--- src/rtl/hpio_tx_bringup_ctrl.sv ---
// HPIO TX native-I/O bring-up sequencer: port reset, VTC enable, per-step timeouts and bounded retries.
// Optional HPIO_CTRL_LOCK_MONITOR_EN: loss of PLL lock in RUN re-enters bring-up under the retry rule.
module hpio_tx_bringup_ctrl #(
  parameter int unsigned RST_CYCLES     = 16,
  parameter int unsigned TIMEOUT_CYCLES = 4096,
  parameter int unsigned SETTLE_CYCLES  = 13,
  parameter int unsigned MAX_RETRY      = 3,
  parameter int unsigned CNT_W          = 16
) (
  input  logic       clk,
  input  logic       rst_n,
  input  logic       start,
  input  logic       pll0_locked,
  input  logic       rst_seq_done,
  input  logic       dly_rdy,
  input  logic       vtc_rdy,
  output logic       hpio_rst,
  output logic       en_vtc,
  output logic       source_rst,
  output logic       link_up,
  output logic       fail,
  output logic [2:0] state,
  output logic [1:0] retry_cnt
);

  localparam int unsigned SYNC_W  = 4;
  localparam int unsigned RETRY_W = 2;

  localparam logic [CNT_W-1:0]   RST_LAST    = CNT_W'(RST_CYCLES - 1);
  localparam logic [CNT_W-1:0]   SETTLE_LAST = CNT_W'(SETTLE_CYCLES);
  localparam logic [CNT_W-1:0]   TMO_LAST    = CNT_W'(TIMEOUT_CYCLES - 1);
  localparam logic [RETRY_W-1:0] RETRY_MAX   = RETRY_W'(MAX_RETRY);

  typedef enum logic [2:0] {
    ST_IDLE      = 3'd0,
    ST_RST_HOLD  = 3'd1,
    ST_WAIT_LOCK = 3'd2,
    ST_WAIT_SEQ  = 3'd3,
    ST_WAIT_VTC  = 3'd4,
    ST_SETTLE    = 3'd5,
    ST_RUN       = 3'd6,
    ST_FAIL      = 3'd7
  } state_e;

  state_e               state_q, state_d;
  logic [CNT_W-1:0]     timer_q, timer_d;
  logic [RETRY_W-1:0]   retry_q, retry_d;
  logic [SYNC_W-1:0]    sync1_q, sync2_q;
  logic                 hpio_rst_q, en_vtc_q, source_rst_q, link_up_q, fail_q;
  logic                 hpio_rst_d, en_vtc_d, source_rst_d, link_up_d, fail_d;
  logic                 lock_s, seq_s, dly_s, vtc_s;
  logic                 timeout, retry_path, start_acc;

  // Two-flop synchronizers for the asynchronous status inputs
  always_ff @(posedge clk or negedge rst_n) begin
    if (!rst_n) begin
      sync1_q <= '0;
      sync2_q <= '0;
    end else begin
      sync1_q <= {pll0_locked, rst_seq_done, dly_rdy, vtc_rdy};
      sync2_q <= sync1_q;
    end
  end

  assign lock_s  = sync2_q[3];
  assign seq_s   = sync2_q[2];
  assign dly_s   = sync2_q[1];
  assign vtc_s   = sync2_q[0];
  assign timeout = (timer_q == TMO_LAST);

  always_ff @(posedge clk or negedge rst_n) begin
    if (!rst_n) begin
      state_q      <= ST_IDLE;
      timer_q      <= '0;
      retry_q      <= '0;
      hpio_rst_q   <= 1'b1;
      en_vtc_q     <= 1'b0;
      source_rst_q <= 1'b1;
      link_up_q    <= 1'b0;
      fail_q       <= 1'b0;
    end else begin
      state_q      <= state_d;
      timer_q      <= timer_d;
      retry_q      <= retry_d;
      hpio_rst_q   <= hpio_rst_d;
      en_vtc_q     <= en_vtc_d;
      source_rst_q <= source_rst_d;
      link_up_q    <= link_up_d;
      fail_q       <= fail_d;
    end
  end

  // Next state; ready conditions are tested before the timeout so they win a tie
  always_comb begin
    state_d    = state_q;
    retry_d    = retry_q;
    retry_path = 1'b0;
    start_acc  = 1'b0;
    timer_d    = (timer_q == '1) ? timer_q : timer_q + CNT_W'(1);

    case (state_q)
      ST_IDLE: begin
        if (start) begin
          start_acc = 1'b1;
          state_d   = ST_RST_HOLD;
        end
      end
      ST_RST_HOLD: begin
        if (timer_q == RST_LAST) state_d = ST_WAIT_LOCK;
      end
      ST_WAIT_LOCK: begin
        if (lock_s)       state_d    = ST_WAIT_SEQ;
        else if (timeout) retry_path = 1'b1;
      end
      ST_WAIT_SEQ: begin
        if (!lock_s)              retry_path = 1'b1;
        else if (seq_s && dly_s)  state_d    = ST_WAIT_VTC;
        else if (timeout)         retry_path = 1'b1;
      end
      ST_WAIT_VTC: begin
        if (!lock_s)      retry_path = 1'b1;
        else if (vtc_s)   state_d    = ST_SETTLE;
        else if (timeout) retry_path = 1'b1;
      end
      ST_SETTLE: begin
        if (!lock_s)                      retry_path = 1'b1;
        else if (timer_q == SETTLE_LAST)  state_d    = ST_RUN;
      end
      ST_RUN: begin
        if (start) begin
          start_acc = 1'b1;
          state_d   = ST_RST_HOLD;
        end
`ifdef HPIO_CTRL_LOCK_MONITOR_EN
        else if (!lock_s) begin
          retry_path = 1'b1;
        end
`endif
      end
      ST_FAIL: begin
        if (start) begin
          start_acc = 1'b1;
          state_d   = ST_RST_HOLD;
        end
      end
      default: state_d = ST_IDLE;
    endcase

    if (retry_path) begin
      if (retry_q < RETRY_MAX) begin
        retry_d = retry_q + RETRY_W'(1);
        state_d = ST_RST_HOLD;
      end else begin
        state_d = ST_FAIL;
      end
    end

    if (start_acc)          retry_d = '0;
    if (state_d != state_q) timer_d = '0;
  end

  // Outputs are decoded from the next state so they change in the same cycle as the state register
  always_comb begin
    hpio_rst_d   = state_d inside {ST_IDLE, ST_RST_HOLD, ST_FAIL};
    en_vtc_d     = state_d inside {ST_WAIT_VTC, ST_SETTLE, ST_RUN};
    source_rst_d = (state_d != ST_RUN);
    link_up_d    = (state_d == ST_RUN);
    fail_d       = (state_d == ST_FAIL);
  end

  assign hpio_rst   = hpio_rst_q;
  assign en_vtc     = en_vtc_q;
  assign source_rst = source_rst_q;
  assign link_up    = link_up_q;
  assign fail       = fail_q;
  assign state      = state_q;
  assign retry_cnt  = retry_q;

endmodule

--- config.mk ---
export PLATFORM = sky130hd
export DESIGN_NAME = hpio_tx_bringup_ctrl
export DESIGN_NICKNAME = d
export VERILOG_FILES = /design/src/rtl/hpio_tx_bringup_ctrl.sv
export SDC_FILE = /design/constraint.sdc
export NUM_CORES = 1
export LEC_CHECK = 0
export ABC_AREA = 1
export CORE_MARGIN = 2
export CORE_UTILIZATION = 45
export CTS_CLUSTER_SIZE = 8
export DETAILED_ROUTE_END_ITERATION = 8
export PLACE_DENSITY_LB_ADDON = 0.12
export SYNTH_ARGS = -nofsm -noshare
export SYNTH_HDL_FRONTEND = slang
export SYNTH_SLANG_ARGS = --single-unit
--- constraint.sdc ---
create_clock -name clk -period 1.6 [get_ports clk]
set_input_delay 0.16 -clock clk [delete_from_list [all_inputs] [get_ports clk]]
set_output_delay 0.16 -clock clk [all_outputs]
set_load 0.02 [all_outputs]
==> results of run 1 <==
==> state kept, by name, summed over array words and instances, names as in the netlist <==
register,flops
retry_cnt,2
fail,1
source_rst,1
link_up,1
timer_q,16
state,3
sync2_q,4
en_vtc,1
hpio_rst,1
sync1_q,4
==> worst max path at each step <==
stage	to	slack, ps	cells past startpoint
detailed placement	timer_q[9]	-310	11
floorplan	timer_q[7]	-140	15
CTS	timer_q[9]	-190	16
global placement	timer_q[11]	-270	13
finish	timer_q[12]	-220	12
global route	timer_q[11]	-340	12
==> synthesized netlist by cell type, drive strengths merged <==
cell type / number / area (sq um)
o21ai: 7 / 35.03
dfstp: 2 / 52.55
nor3: 4 / 20.02
xnor2: 2 / 17.52
a21oi: 6 / 30.03
ha: 3 / 37.54
inv: 37 / 138.9
o21bai: 3 / 22.52
xor2: 4 / 35.03
nand2: 49 / 209.0
nor2: 42 / 200.2
buf: 2 / 22.52
nand4: 7 / 50.05
nand3: 21 / 122.6
nand3b: 2 / 27.53
mux2i: 1 / 10.01
dfrtp: 32 / 800.8
==> metal layers <==
metal  up-vias  part of all wire, %  track usage (%)
met3         5                  3.2            5.333
li1        840                    -                -
met4         0                  1.5            9.000
met5         -                    0                0
met2        26                   47            30.51
met1       743                   48            26.66
==> power by group <==
group	switching, mW	internal, mW	leakage (nW)	total, mW
sequential	0.134	1.00	0.438	1.14
combinational	1.30	1.03	0.865	2.32
clock	0.335	0.624	0.0683	0.959
==> repair_timing <==
| item | in CTS | in global routing |
|---|---|---|
| buffers inserted | 6 | 3 |
| gates resized for setup | 15 | 22 |
| setup endpoints to repair | 25 | 28 |
| pin swaps | 8 | 5 |
==> per-stage QoR <==
step | hold slack [ps] | cells | setup WS (ps)
floorplan | -135.6 | 224 | -137.5
global placement | 332.0 | 327 | -268.4
detailed placement | 334.7 | 327 | -313.9
CTS | 290.1 | 341 | -192.5
global route | 295.2 | 343 | -344.0
finish | 276.0 | 343 | -216.7
==> layout make-up <==
type / instances / area [sq um] / area share [%]
multi-input combinational: 151 / 972.2 / 35.92
timing repair buffer: 63 / 535.5 / 19.79
clock buffer: 5 / 68.82 / 2.543
inverter: 37 / 141.4 / 5.224
tap: 50 / 62.56 / 2.312
clock inverter: 3 / 68.82 / 2.543
sequential: 34 / 857.1 / 31.67
==> kinds of logic (layout without fill, tap and decap cells) <==
family	count (synthesis)	in the layout
buf+inv	39	108
simple gates	125	125
fa+ha+maj	3	3
xor+xnor	6	6
flops	34	34
mux	1	1
compound gates	16	16
==> worst register-to-register path, stage by stage, from the launching register on <==
cell and delay [ps]:
dfrtp_1 390, ha_2 200, inv_2 40, nor2_4 100
nand4_1 140, nand2_2 170, nand2_4 110, nand2_4 90
nand3_1 100, nand2_2 100, nand3_4 70, buf_12 160
nor2_1 100
==> results_dict.tcl, run 1 <==
set metrics [dict create \
    run_status "complete, but fails checks" \
    failed_checks "setup timing" \
    number_of_nets_with_antenna_violations_after_detailed_routing 0 \
    drc 0 \
    numPortBuffers 16 \
    p_total_mw 4.418 \
    cts-buffers-inserted 5 \
    hold_path_class "input port to asynchronous set/reset pin" \
    timing.critical_path.slowest_cell_delay_ps 390 \
    worst-setup-path-type "register to register" \
    timing_max_transition_violations_final 0 \
    hold_buffers 0 \
    io_pins 17 \
    post_synth_instance_area_sq_um 1832 \
    number_of_antenna_violations_at_the_first_check_in_global_routing 0 \
    setup_tns_ps -4078 \
    worst_slack_ps -216.7 \
    cp-start-kind "register" \
    timing.final.hold_violations 0 \
    crit_path_cell_trace "ha_2, inv_2, nor2_4, nand4_1, nand2_2, nand2_4, nand2_4, nand3_1, nand2_2, nand3_4, buf_12, nor2_1" \
    maxCapViolCount 0 \
    worst_ep_required_time_ps 1820 \
    vias_per_cell 4.706 \
    dieHeight_microns 67.80 \
    rows 23 \
    via_count 1614 \
    gp_congestion 0.8767 \
    finalWirelength_mm 4.130 \
    mostFrequentLayoutCells "buf_4 (44), nand2_1 (31), inv_1 (29), dfrtp_1 (29), nor2_1 (19)" \
    setup_viol 24 \
    synth.yosys.seq_area_share_pct 46.58 \
    worst_r2r_path_depth 12 \
    synthesis.instances 224 \
    fraction_of_the_mapped_netlist_area_in_adder_cells_pct 2.049 \
    post_route_cells_drive_above_1_share_pct 40.96 \
    synthesis.area_per_instance_sq_um 8.177 \
    dieArea_sq_um 4597 \
    grt_remaining_overflow 0 \
    yosys.area_share.simple_pct 34.36 \
    combinational_family_with_the_most_area_after_synthesis "simple AND/OR/NAND/NOR gates" \
    start_util_pct 46.12 \
    final_common_cell "buf_4" \
    netlist-cell-type-count 26 \
    drt_iter0_drc 57 \
    synth.area.mux_share_pct 0.5464 \
    r2r-start "timer_q[1]" \
    power.ir.vdd_worst_mv 1.120 \
    yosysWarningCount 0 \
    clock_insertion_delay_worst_skew_ps 290 \
    layout.nets 302 \
    antennaDiodeCount 0 \
    final_design_area_no_fill_sq_um 2706 \
    yosys.area_share.xor_xnor_pct 2.869 \
    cp_num_buf_inv 2 \
    fillers 313 \
    startpoint "timer_q[1]" \
    clk_pin_slew_ps 80 \
    detailedPlacementHpwl_mm 2.764 \
    cpMaxStageDelayCell "dfrtp_1" \
    worst_slew_pin_slew_ps 428.6 \
    grt_max_degree 35 \
    number_of_global_route_vias_before_repair 1512 \
    worst_ep_arrival_time_ps 2040 \
    postSynthNetCount 234 \
    synth.ff_latch_count 34 \
    cts_max_level 2 \
    layout_overhead_on_the_synthesized_area_pct 47.75 \
    clock_sinks 34 \
    die_x_microns 67.80 \
    endpoint_kind "register" \
    grt_use_total_pct 20.04 \
    fin_crit_sh_pct 113.5 \
    detailedRoute.firstPassIterationCount 4 \
    dr_wl_cell_microns 12.04 \
    fmax_mhz 550.5 \
    max-clock-path-buffers 2 \
    critPathTopFamily "simple AND/OR/NAND/NOR gates" \
    layout_min_cycle_time_ps 1817 \
    placed_area_sq_um 2382 \
    clock_tree_from_tritoncts "yes" \
    p_leak_nw 1.372 \
    reg2reg_setup_slack_ps -220 \
    reg2reg_to "timer_q[12]" \
    root_buffer "clkbuf_8" \
    fin_skew_ps 11.57 \
    max_slew_margin_pct 71.42 \
    power.density_cell_area_nw_per_um2 1632 \
    final_util_pct 68.15 \
    grt_setup_unrepaired "true" \
    global_route_wire_length_before_repair_mm 6.665 \
    floorplan.core_area_sq_um 3971 \
    worst-path-max-fanout 16 \
    synth_compound_gate_area_share_pct 4.781 \
]
(Power assumes the default switching activity.)
==> inputs of run 2 (changes only) <==
--- a/config.mk
+++ b/config.mk
@@ -6,6 +6,7 @@
 export NUM_CORES = 1
 export LEC_CHECK = 0
 export ABC_AREA = 1
+export ABC_CLOCK_PERIOD_IN_PS = 1600
 export CORE_MARGIN = 2
 export CORE_UTILIZATION = 45
 export CTS_CLUSTER_SIZE = 8
==> results of run 2 <==
The final DEF is identical to that of run 1; final timing and power are the same.
==> inputs of run 3 (changes only) <==
--- a/config.mk
+++ b/config.mk
@@ -7,11 +7,11 @@
 export LEC_CHECK = 0
 export ABC_AREA = 1
 export ABC_CLOCK_PERIOD_IN_PS = 1600
-export CORE_MARGIN = 2
 export CORE_UTILIZATION = 45
 export CTS_CLUSTER_SIZE = 8
 export DETAILED_ROUTE_END_ITERATION = 8
-export PLACE_DENSITY_LB_ADDON = 0.12
+export GPL_ROUTABILITY_DRIVEN = 1
+export PLACE_DENSITY = 0.64
 export SYNTH_ARGS = -nofsm -noshare
 export SYNTH_HDL_FRONTEND = slang
 export SYNTH_SLANG_ARGS = --single-unit
==> results_dict.tcl, run 3 (synthesis results as in run 1) <==
set metrics [dict create \
    run_status "complete, but fails checks" \
    failed_checks "setup timing" \
    numPortBuffers 16 \
    layout.nets 306 \
    layout_overhead_on_the_synthesized_area_pct 54.85 \
    clock_insertion_delay_worst_skew_ps 300 \
    io_pins 17 \
    global_route_wire_length_before_repair_mm 7.631 \
    start_util_pct 48.57 \
    post-place-ws_ps -292.1 \
    number_of_antenna_violations_at_the_first_check_in_global_routing 0 \
    detailedRoute.firstPassIterationCount 4 \
    flip_flop_count_of_the_largest_register_all_copies_and_words_added 16 \
    timing_max_transition_violations_final 0 \
    worst-setup-path-type "register to register" \
    worst-path-max-fanout 8 \
    drc 0 \
    root_buffer "clkbuf_8" \
    worst_slack_ps -238.3 \
    post_route_cells_drive_above_1_share_pct 48.15 \
    max_slew_margin_pct 72.67 \
    fin_skew_ps 11.72 \
    p_leak_nw 1.420 \
    setup_tns_ps -4408 \
    setup_viol 24 \
    floorplan.core_area_sq_um 3771 \
    grt_use_total_pct 23.74 \
    timing.final.hold_violations 0 \
    grt_remaining_overflow 0 \
    final_common_cell "buf_4" \
    fillers 263 \
    grt_max_degree 35 \
    clock_tree_from_tritoncts "yes" \
    die_x_microns 65.80 \
    number_of_global_route_vias_before_repair 1710 \
    dieHeight_microns 65.80 \
    worst_hold_slack_ps 226.9 \
    clock_sinks 34 \
    antennaDiodeCount 0 \
    worst_slew_pin_slew_ps 406.8 \
    cts_max_level 2 \
    count_of_non_filler_cells_in_the_finished_layout 345 \
    worst_r2r_path_depth 13 \
    endpoint_kind "register" \
    mostFrequentLayoutCells "buf_4 (46), dfrtp_1 (29), inv_1 (27)" \
    drt_iter0_drc 93 \
    layout_top_registers "timer_q (16), sync1_q (4), sync2_q (4)" \
    layout_min_cycle_time_ps 1838 \
    rows 22 \
    worst_ep_arrival_time_ps 2060 \
    clk_pin_slew_ps 80 \
    hold_path_class "input port to asynchronous set/reset pin" \
    power.density_cell_area_nw_per_um2 1607 \
    number_of_nets_with_antenna_violations_after_detailed_routing 0 \
    grt_setup_unrepaired "true" \
    gp_congestion 0.8585 \
    detailedPlacementHpwl_mm 2.838 \
    via_count 1699 \
    finalWirelength_mm 4.503 \
    place_inst 329 \
    vias_per_cell 4.925 \
    dr_wl_cell_microns 13.05 \
    fin_crit_sh_pct 114.9 \
    maxCapViolCount 0 \
    power.ir.vdd_worst_mv 0.9425 \
    worst_ep_required_time_ps 1830 \
    cp-start-kind "register" \
    cts-buffers-inserted 5 \
    p_total_mw 4.558 \
    fmax_mhz 544.0 \
    dieArea_sq_um 4330 \
    max-clock-path-buffers 2 \
    top_register "timer_q" \
]
-- run 3: cell count changes in the layout (fill, tap and decap cells not counted), sizes merged --
cell and change:
nand3 +1, dlymetal6s2s -2, buf +3, dlygate4sd2 +2
-- run 3: path summary, 6_finish.rpt --
check | startpoint | endpoint | slack, ps
setup reg to reg | state[1] | timer_q[3] | -240
min in group clk | pll0_locked | sync1_q[3] | 310
setup / recovery | state[1] | timer_q[3] | -240
max in group asynchronous | rst_n | source_rst | 1110
hold reg to reg | sync1_q[0] | sync2_q[0] | 350
hold / removal | rst_n | timer_q[6] | 230
-- run 3: area by class of cell --
| class | count | area, sq um | area share [%] |
|---|---|---|---|
| Clock inverter | 3 | 68.82 | 2.426 |
| Inverter | 37 | 141.4 | 4.985 |
| Sequential cell | 34 | 857.1 | 30.22 |
| Timing Repair Buffer | 66 | 554.3 | 19.54 |
| Multi-Input combinational cell | 152 | 1086 | 38.29 |
| Tap cell | 48 | 60.06 | 2.117 |
| Clock buffer | 5 | 68.82 | 2.426 |
-- run 3: what timing repair did --
item	CTS	global route
hold buffers	0	0
endpoints found under the setup margin	27	26
resized for setup	36	31
buffers inserted	3	4
cloned	1	0
pin swaps	28	27
-- run 3: metrics by stage --
| step | util (%) | cell area (sq um) |
|---|---|---|
| 6_report | 75.22 | 2836 |
| 2_1_floorplan | - | 1893 |
| 4_1_cts | 71.86 | 2710 |
| 3_5_place_dp | 64.23 | 2422 |
| 5_1_grt | 75.22 | 2836 |
| 3_3_place_gp | 64.23 | 2422 |
-- run 3: per-layer routing --
metal	wire length, microns	GRT usage, %
met1	2020	31.31
met2	2227	37.37
met3	190	5.690
met4	65	9.239
met5	0	0
-- run 3: where the power goes --
part           switching (mW)  internal [mW]  total, mW
sequential              0.131           1.00       1.13
combinational            1.47           1.00       2.47
clock                   0.335          0.624      0.959
total                    1.93           2.63       4.56
-- run 3: worst max-delay path, stage by stage (launching register included) --
cell and delay (ps):
dfrtp_2 510, buf_6 140, inv_2 40, nand3_2 90
nand3_2 70, nor2_2 130, nand2_2 80, nand2_2 90
nand2_4 80, nand2_4 80, nand2_4 50, nand2_4 90
nand3_4 170, nor2_2 140
